--- config.mk ---
export PLATFORM = sky130hd
export DESIGN_NAME = mem_arbiter_flat
export DESIGN_NICKNAME = d
export VERILOG_FILES = /design/src/rtl/mem_arbiter_if.sv /design/src/rtl/mem_arbiter.sv /design/src/flat_wrapper.sv
export SDC_FILE = /design/constraint.sdc
export NUM_CORES = 1
export LEC_CHECK = 0
export BUFFER_PORTS_ARGS = -buffer_cell sky130_fd_sc_hd__buf_2
export CORE_MARGIN = 4
export CORE_UTILIZATION = 40
export DETAILED_ROUTE_END_ITERATION = 10
export PLACE_DENSITY_LB_ADDON = 0.05
export SLEW_MARGIN = 10
export SYNTH_ARGS = -nofsm -noshare
export SYNTH_HDL_FRONTEND = slang
export SYNTH_SLANG_ARGS = --single-unit
export TNS_END_PERCENT = 50
--- constraint.sdc ---
create_clock -name MCLK -period 2.1 [get_ports MCLK]
set_clock_uncertainty 0.1 [all_clocks]
set_input_delay 0.105 -clock MCLK [delete_from_list [all_inputs] [get_ports MCLK]]
set_output_delay 0.105 -clock MCLK [all_outputs]
set_load 0.05 [all_outputs]
--- src/rtl/mem_arbiter_if.sv ---
// -----------------------------------------------------------------------------
// mem_arbiter_if
//   Bundles the three requester toggle-handshake ports, the downstream memory
//   toggle-handshake port and the busy flag used by mem_arbiter.
//
//   Port 0 (loader, write only)   : ld_req/ld_ack, ld_addr, ld_din
//   Port 1 (cartridge ROM, read)  : rom_req/rom_ack, rom_addr, rom_dout
//   Port 2 (backup RAM, rd/wr)    : bk_req/bk_ack, bk_we, bk_addr, bk_din, bk_dout
//   Downstream memory             : dn_req/dn_ack, dn_we, dn_addr, dn_din, dn_dout
//   Status                        : busy
//
//   modport master : arbiter side (drives acks, read data, downstream request)
//   modport slave  : environment side (requesters plus downstream memory)
// -----------------------------------------------------------------------------
interface mem_arbiter_if #(
    parameter int AW = 24,
    parameter int DW = 16
);
    logic          ld_req;
    logic          ld_ack;
    logic [AW-1:0] ld_addr;
    logic [DW-1:0] ld_din;

    logic          rom_req;
    logic          rom_ack;
    logic [AW-1:0] rom_addr;
    logic [DW-1:0] rom_dout;

    logic          bk_req;
    logic          bk_ack;
    logic          bk_we;
    logic [AW-1:0] bk_addr;
    logic [DW-1:0] bk_din;
    logic [DW-1:0] bk_dout;

    logic          dn_req;
    logic          dn_ack;
    logic          dn_we;
    logic [AW-1:0] dn_addr;
    logic [DW-1:0] dn_din;
    logic [DW-1:0] dn_dout;

    logic          busy;

    modport master (
        input  ld_req, ld_addr, ld_din,
        input  rom_req, rom_addr,
        input  bk_req, bk_we, bk_addr, bk_din,
        input  dn_ack, dn_dout,
        output ld_ack, rom_ack, rom_dout, bk_ack, bk_dout,
        output dn_req, dn_we, dn_addr, dn_din, busy
    );

    modport slave (
        output ld_req, ld_addr, ld_din,
        output rom_req, rom_addr,
        output bk_req, bk_we, bk_addr, bk_din,
        output dn_ack, dn_dout,
        input  ld_ack, rom_ack, rom_dout, bk_ack, bk_dout,
        input  dn_req, dn_we, dn_addr, dn_din, busy
    );
endinterface

--- src/rtl/mem_arbiter.sv ---
// -----------------------------------------------------------------------------
// mem_arbiter
//   Three-port toggle-handshake arbiter in front of one downstream memory.
//   A port is pending while its req differs from its ack. One access is in
//   flight at a time: IDLE grants and toggles dn_req, WAIT holds the
//   downstream request until dn_ack matches, then returns read data and
//   toggles the winner's ack. DRAIN after reset lets an access that was
//   outstanding at reset finish before anything new is issued.
//
//   Priority: port 0 (loader) always wins. Between port 1 (ROM) and port 2
//   (backup RAM) the order is fixed (port 1 first) unless MEM_ARB_RR_EN is
//   defined, which enables round-robin between them.
//
//   Ports:
//     MCLK    : system clock, all state on rising edge
//     RESET_N : asynchronous active-low reset
//     bus     : mem_arbiter_if.master (requester ports, downstream port, busy)
//
//   Parameters: AW word-address width, DW data width.
//   Build option: `define MEM_ARB_RR_EN for round-robin between ports 1 and 2.
// -----------------------------------------------------------------------------
module mem_arbiter #(
    parameter int AW = 24,
    parameter int DW = 16
) (
    input  logic          MCLK,
    input  logic          RESET_N,
    mem_arbiter_if.master bus
);

    localparam logic [1:0] ST_DRAIN = 2'd0;
    localparam logic [1:0] ST_IDLE  = 2'd1;
    localparam logic [1:0] ST_WAIT  = 2'd2;

    localparam logic [1:0] PORT_LD  = 2'd0;
    localparam logic [1:0] PORT_ROM = 2'd1;
    localparam logic [1:0] PORT_BK  = 2'd2;

    logic [1:0]    state;
    logic [1:0]    grant;
    logic [1:0]    win;

    logic          ld_ack_q;
    logic          rom_ack_q;
    logic          bk_ack_q;
    logic          dn_req_q;
    logic          dn_we_q;
    logic [AW-1:0] dn_addr_q;
    logic [DW-1:0] dn_din_q;
    logic [DW-1:0] rom_dout_q;
    logic [DW-1:0] bk_dout_q;

    logic          pend_ld;
    logic          pend_rom;
    logic          pend_bk;
    logic          any_pend;
    logic          dn_done;

    logic [AW-1:0] win_addr;
    logic [DW-1:0] win_din;
    logic          win_we;

`ifdef MEM_ARB_RR_EN
    // 0: port 1 is next in line, 1: port 2 is next in line
    logic          rr_ptr;
`endif

    assign pend_ld  = bus.ld_req  ^ ld_ack_q;
    assign pend_rom = bus.rom_req ^ rom_ack_q;
    assign pend_bk  = bus.bk_req  ^ bk_ack_q;
    assign any_pend = pend_ld | pend_rom | pend_bk;
    assign dn_done  = (bus.dn_ack == dn_req_q);

    // Winner selection; only meaningful when any_pend is set.
    always_comb begin
        win = PORT_BK;
        if (pend_ld) begin
            win = PORT_LD;
        end
`ifdef MEM_ARB_RR_EN
        else if (pend_rom && pend_bk) begin
            win = rr_ptr ? PORT_BK : PORT_ROM;
        end
`endif
        else if (pend_rom) begin
            win = PORT_ROM;
        end
    end

    // Request fields of the winning port. ROM is read-only, so it carries no data.
    always_comb begin
        win_addr = bus.ld_addr;
        win_din  = bus.ld_din;
        win_we   = 1'b1;
        case (win)
            PORT_ROM: begin
                win_addr = bus.rom_addr;
                win_din  = '0;
                win_we   = 1'b0;
            end
            PORT_BK: begin
                win_addr = bus.bk_addr;
                win_din  = bus.bk_din;
                win_we   = bus.bk_we;
            end
            default: ;
        endcase
    end

    always_ff @(posedge MCLK or negedge RESET_N) begin
        if (!RESET_N) begin
            state      <= ST_DRAIN;
            grant      <= PORT_LD;
            ld_ack_q   <= 1'b0;
            rom_ack_q  <= 1'b0;
            bk_ack_q   <= 1'b0;
            dn_req_q   <= 1'b0;
            dn_we_q    <= 1'b0;
            dn_addr_q  <= '0;
            dn_din_q   <= '0;
            rom_dout_q <= '0;
            bk_dout_q  <= '0;
`ifdef MEM_ARB_RR_EN
            rr_ptr     <= 1'b0;
`endif
        end else begin
            case (state)
                // Wait out any downstream access that was in flight at reset.
                ST_DRAIN: begin
                    if (dn_done) begin
                        state <= ST_IDLE;
                    end
                end
                ST_IDLE: begin
                    if (any_pend) begin
                        grant     <= win;
                        dn_addr_q <= win_addr;
                        dn_din_q  <= win_din;
                        dn_we_q   <= win_we;
                        dn_req_q  <= ~dn_req_q;
                        state     <= ST_WAIT;
`ifdef MEM_ARB_RR_EN
                        if (win != PORT_LD) begin
                            rr_ptr <= (win == PORT_ROM);
                        end
`endif
                    end
                end
                // Downstream fields stay frozen here; requester input changes are ignored.
                ST_WAIT: begin
                    if (dn_done) begin
                        case (grant)
                            PORT_LD: ld_ack_q <= ~ld_ack_q;
                            PORT_ROM: begin
                                rom_ack_q  <= ~rom_ack_q;
                                rom_dout_q <= bus.dn_dout;
                            end
                            PORT_BK: begin
                                bk_ack_q <= ~bk_ack_q;
                                if (!dn_we_q) begin
                                    bk_dout_q <= bus.dn_dout;
                                end
                            end
                            default: ;
                        endcase
                        // No re-arbitration here: the next grant happens from IDLE.
                        state <= ST_IDLE;
                    end
                end
                default: state <= ST_DRAIN;
            endcase
        end
    end

    assign bus.ld_ack   = ld_ack_q;
    assign bus.rom_ack  = rom_ack_q;
    assign bus.rom_dout = rom_dout_q;
    assign bus.bk_ack   = bk_ack_q;
    assign bus.bk_dout  = bk_dout_q;
    assign bus.dn_req   = dn_req_q;
    assign bus.dn_we    = dn_we_q;
    assign bus.dn_addr  = dn_addr_q;
    assign bus.dn_din   = dn_din_q;
    // The state register sits in DRAIN during reset; gating with RESET_N keeps
    // busy low while reset is held and raises it for DRAIN once released.
    assign bus.busy     = RESET_N & (state != ST_IDLE);

endmodule

--- src/flat_wrapper.sv ---
// flat-port wrapper written by rule: the top's interface ports become plain ports
module mem_arbiter_flat 
#(
    parameter int AW = 24,
    parameter int DW = 16
)
  (MCLK, RESET_N, bus_ld_req, bus_ld_addr, bus_ld_din, bus_rom_req, bus_rom_addr, bus_bk_req, bus_bk_we, bus_bk_addr, bus_bk_din, bus_dn_ack, bus_dn_dout, bus_ld_ack, bus_rom_ack, bus_rom_dout, bus_bk_ack, bus_bk_dout, bus_dn_req, bus_dn_we, bus_dn_addr, bus_dn_din, bus_busy);
  mem_arbiter_if #(.AW(AW), .DW(DW)) bus_i ();
  input  logic MCLK;
  input  logic RESET_N;
  input wire logic [$bits(bus_i.ld_req)-1:0] bus_ld_req;
  input wire logic [$bits(bus_i.ld_addr)-1:0] bus_ld_addr;
  input wire logic [$bits(bus_i.ld_din)-1:0] bus_ld_din;
  input wire logic [$bits(bus_i.rom_req)-1:0] bus_rom_req;
  input wire logic [$bits(bus_i.rom_addr)-1:0] bus_rom_addr;
  input wire logic [$bits(bus_i.bk_req)-1:0] bus_bk_req;
  input wire logic [$bits(bus_i.bk_we)-1:0] bus_bk_we;
  input wire logic [$bits(bus_i.bk_addr)-1:0] bus_bk_addr;
  input wire logic [$bits(bus_i.bk_din)-1:0] bus_bk_din;
  input wire logic [$bits(bus_i.dn_ack)-1:0] bus_dn_ack;
  input wire logic [$bits(bus_i.dn_dout)-1:0] bus_dn_dout;
  output wire logic [$bits(bus_i.ld_ack)-1:0] bus_ld_ack;
  output wire logic [$bits(bus_i.rom_ack)-1:0] bus_rom_ack;
  output wire logic [$bits(bus_i.rom_dout)-1:0] bus_rom_dout;
  output wire logic [$bits(bus_i.bk_ack)-1:0] bus_bk_ack;
  output wire logic [$bits(bus_i.bk_dout)-1:0] bus_bk_dout;
  output wire logic [$bits(bus_i.dn_req)-1:0] bus_dn_req;
  output wire logic [$bits(bus_i.dn_we)-1:0] bus_dn_we;
  output wire logic [$bits(bus_i.dn_addr)-1:0] bus_dn_addr;
  output wire logic [$bits(bus_i.dn_din)-1:0] bus_dn_din;
  output wire logic [$bits(bus_i.busy)-1:0] bus_busy;
  assign bus_i.ld_req = bus_ld_req;
  assign bus_i.ld_addr = bus_ld_addr;
  assign bus_i.ld_din = bus_ld_din;
  assign bus_i.rom_req = bus_rom_req;
  assign bus_i.rom_addr = bus_rom_addr;
  assign bus_i.bk_req = bus_bk_req;
  assign bus_i.bk_we = bus_bk_we;
  assign bus_i.bk_addr = bus_bk_addr;
  assign bus_i.bk_din = bus_bk_din;
  assign bus_i.dn_ack = bus_dn_ack;
  assign bus_i.dn_dout = bus_dn_dout;
  assign bus_ld_ack = bus_i.ld_ack;
  assign bus_rom_ack = bus_i.rom_ack;
  assign bus_rom_dout = bus_i.rom_dout;
  assign bus_bk_ack = bus_i.bk_ack;
  assign bus_bk_dout = bus_i.bk_dout;
  assign bus_dn_req = bus_i.dn_req;
  assign bus_dn_we = bus_i.dn_we;
  assign bus_dn_addr = bus_i.dn_addr;
  assign bus_dn_din = bus_i.dn_din;
  assign bus_busy = bus_i.busy;
  mem_arbiter #(.AW(AW), .DW(DW)) u_core (.MCLK(MCLK), .RESET_N(RESET_N), .bus(bus_i));
endmodule
==> run summary <==
- # Max-Cap Violations: 0
- final worst-path setup slack: 0.04451 ns
- root buffer cell: sky130_fd_sc_hd__clkbuf_8
- Top delay family on crit path: simple AND/OR/NAND/NOR gates
- combined area of all synthesized cells: 0.003701 mm2
- TritonCTS clock tree: built
- worst endpoint data arrival time: 2.19 ns
- nets@finish: 745
- stage delay of the slowest cell on the critical path: 0.53 ns
- critical path capture point type: flip-flop
- crit path buf inv count: 0
- Syn Nets: 458
- area leader, netlist: sky130_fd_sc_hd__dfrtp_1
- post-layout minimum cycle time: 2.055 ns
- crit start category: flip-flop
- number of I/O port buffers: 204
- first element of the critical path: u_core.bus.dn_req
- DIE WIDTH: 104.2 um
- floorplan die area: 0.01086 mm2
- number of warnings printed during yosys synthesis: 0
- initial core utilization: 41.83%
- Setup Crit Path Kind: reg -> reg
- wire length per cell after detailed routing: 16.17 um
- DRT Pass-1 Iters: 7
- worst-path cell chain: xor2_1 -> or4_4 -> nor2_8 -> mux2_2
- startpoint of the lowest-slack hold path: bus_bk_din[11]
- CP Data Required Time: 2.23 ns
- clk buf depth: 2
- Core Region: 0.008848 mm2
- Crit Path Max Fanout: 16
- setup repair after global routing missed its margin: yes
- startpoint of the worst-slack reg-to-reg timing path: u_core.bus.dn_req
- IO Count: 205
- Hold Crit Class: in -> reg
- share of total power in the clock network: 13.2%
- achievable clock frequency: 486.5 MHz
- clock latency reported for the late side of the worst-skew pair: 0.34 ns
- combinational power share: 60.0%
- area share of the largest cell type after synthesis: 54.77%
- Synth cell types: 30
- internal power: 4.944 mW
- critical path's slowest cell: sky130_fd_sc_hd__or4_4
- switching part of the total: 52.18%
- number of setup buffers added after CTS: 0
- logic depth of the worst register-to-register path: 4
- post-detailed-route DRC marker count: 0
- instance count along the most critical hold path: 3
- setup violators final: 0
- antenna violation net count after detailed routing: 0
- area of the multi-input gates: 0.001577 mm2
- total clock buffers created by CTS: 9
- largest net degree at the start of global routing: 30
- Placed Cells incl. Taps: 632
- transition time at the pin with the least slew margin: 0.6331 ns
- number of global-route vias before repair: 3968
- wire length reported by the detailed router: 11820 um
- DRT iter0 DRCs: 174
- post-detailed-route via-to-cell ratio: 5.131
- count of endpoints failing hold in the final timing report: 0
- number of slew-limit violations in the final report: 0
- final estimated routing congestion in global placement: 0.7841
- average size of a mapped cell: 11.18 um2
- detailed-placement wirelength estimate: 7841 um
- chip height: 104.2 um
- GRT Util Overall: 21.95%
- fraction of the yosys area taken by sequential cells: 54.77%
- number of stages on the worst setup path: 4
- number of antenna violations at the first check in global routing: 0
- cell area after layout: 0.005963 mm2
- largest cells by area after synthesis: sky130_fd_sc_hd__dfrtp_1, sky130_fd_sc_hd__mux2_2, sky130_fd_sc_hd__a21oi_1, sky130_fd_sc_hd__nor2_1, sky130_fd_sc_hd__mux2_4
- register bit count reported by yosys: 81
- share of final-layout standard cells stronger than drive strength 1: 43.98%
- power dissipated by switching net loads: 5.394 mW
- worst slew margin relative to its limit: 57.75%
- placement-stage cell area: 0.004887 mm2
- final period utilization: 97.88%
- peak supply drop: 0.8078 mV
- count of fill cells added during filler insertion: 684
- final hold slack: 0.02952 ns
- sequential group share of total power: 26.8%
- clock slew at the register clock pins of the worst setup and hold paths: 0.08 ns
- post-synthesis instance total: 331
- Area Growth Syn to Fin: 61.12%
- Sinks on Clock Net: 81
- static power due to leakage: 2.991 nW
- H-tree levels: 3
- global-route wire length before repair: 19450 um
- DP Worst Slack: 0.03729 ns
- aggregate global routing overflow: 0
- power per standard cell area: 1733 mW/mm2
- vias post-DR: 3751
- Layout Cells excl Fill: 731
- run status: finished clean
- antenna diode count: 0
- sequential cell area: 0.002028 mm2
- Cell Rows: 34
## logic make-up (layout without fill, tap and decap cells)
logic type / after synthesis / in the layout / synth area share [%]
simple gates: 58 / 58 / 6.998
xor+xnor: 9 / 9 / 2.535
flops: 81 / 81 / 54.77
buf+inv: 25 / 317 / 3.279
compound gates: 114 / 114 / 18.43
mux: 44 / 44 / 14.00
## metal layers
layer / global-route usage, % / vias up / wire, um
met4: 9.307 / 0 / 456
met3: 6.580 / 48 / 935
met1: 25.24 / 1730 / 4594
met2: 37.93 / 215 / 5835
li1: - / 1758 / -
met5: 0 / - / 0
## power by group through the flow
stage               Sequential [mW]  Combinational, mW  Clock (mW)
CTS                            2.77               6.24        1.40
global route                   2.86               6.59        1.46
detailed placement             2.79               6.11           0
finish                         2.77               6.21        1.36
floorplan                      5.30               1.98           0
global placement               2.78               6.06           0
## path summary, 6_finish.rpt
path / end / slack [ns]
hold / removal: u_core.bus.dn_din[11] / 0.03
setup reg to reg: u_core.bus.bk_dout[14] / 0.04
setup / recovery: u_core.bus.bk_dout[14] / 0.04
hold reg to reg: u_core.bus.dn_addr[11] / 0.38
min in group asynchronous: u_core.bus.dn_addr[7] / 0.10
max in group asynchronous: u_core.bus.dn_din[8] / 1.09
## sequential cells by signal, indices dropped and copies added, names as in the netlist
signal and cells:
u_core.bus.dn_we 1, u_core.bus.dn_addr 24, u_core.bus.ld_ack 1, u_core.bus.bk_ack 1
u_core.bus.bk_dout 16, u_core.bus.dn_din 16, u_core.grant 2, u_core.bus.rom_dout 16
u_core.bus.rom_ack 1, u_core.state 2, u_core.bus.dn_req 1
## tightest hold or removal path: stages
cell and delay, ns:
sky130_fd_sc_hd__buf_2 0.08, sky130_fd_sc_hd__o21ai_0 0.08, sky130_fd_sc_hd__a21oi_1 0.15
## synthesized netlist by cell type (all sizes together)
cell	count
a31o	1
or2b	1
o21ai	30
nor2	42
a221oi	12
nor4	1
xnor2	6
a21o	12
o22ai	1
a211oi	12
mux2i	12
a21oi	45
mux2	32
buf	6
or4	1
inv	1
dfrtp	81
clkbuf	18
nand2b	2
nor3	1
nand2	8
a31oi	1
xor2	3
and2	2
## area by class of cell
cell class                      instances  share of cell area [%]
Clock buffer                           10                   2.140
Multi-Input combinational cell        225                   26.44
Inverter                                1                 0.06295
Sequential cell                        81                   34.01
Clock inverter                          6                   1.930
Timing Repair Buffer                  300                   33.15
Tap cell                              108                   2.266
## cell usage in the layout, fill, tap and decap left out, types with 3 or more instances in the layout
| cell type | instances |
|---|---|
| sky130_fd_sc_hd__clkbuf_8 | 9 |
| sky130_fd_sc_hd__a221oi_1 | 12 |
| sky130_fd_sc_hd__xnor2_1 | 3 |
| sky130_fd_sc_hd__nand2_1 | 8 |
| sky130_fd_sc_hd__mux2i_1 | 12 |
| sky130_fd_sc_hd__buf_4 | 12 |
| sky130_fd_sc_hd__nor2_1 | 40 |
| sky130_fd_sc_hd__a211oi_1 | 12 |
| sky130_fd_sc_hd__a21o_1 | 12 |
| sky130_fd_sc_hd__dlygate4sd3_1 | 83 |
| sky130_fd_sc_hd__dfrtp_1 | 80 |
| sky130_fd_sc_hd__mux2_2 | 22 |
| sky130_fd_sc_hd__a21oi_1 | 45 |
| sky130_fd_sc_hd__o21ai_0 | 29 |
| sky130_fd_sc_hd__mux2_4 | 10 |
| sky130_fd_sc_hd__xnor2_2 | 3 |
| sky130_fd_sc_hd__bufinv_16 | 3 |
| sky130_fd_sc_hd__buf_2 | 203 |
## metrics by stage
| stage | TNS [ns] | power (mW) | utilization, % |
|---|---|---|---|
| 2_1_floorplan | -0.1281 | 7.278 | - |
| 3_3_place_gp | 0 | 8.836 | 55.23 |
| 3_5_place_dp | 0 | 8.909 | 55.23 |
| 4_1_cts | 0 | 10.41 | 67.36 |
| 5_1_grt | -0.02567 | 10.91 | 67.39 |
| 6_report | 0 | 10.34 | 67.39 |
## what timing repair did
item,CTS,global route
hold buffers,83,0
hold endpoints to repair,86,0
resized for setup,0,1
endpoints found under the setup margin,0,15
No activity file was read; power rests on OpenSTA's default activity.
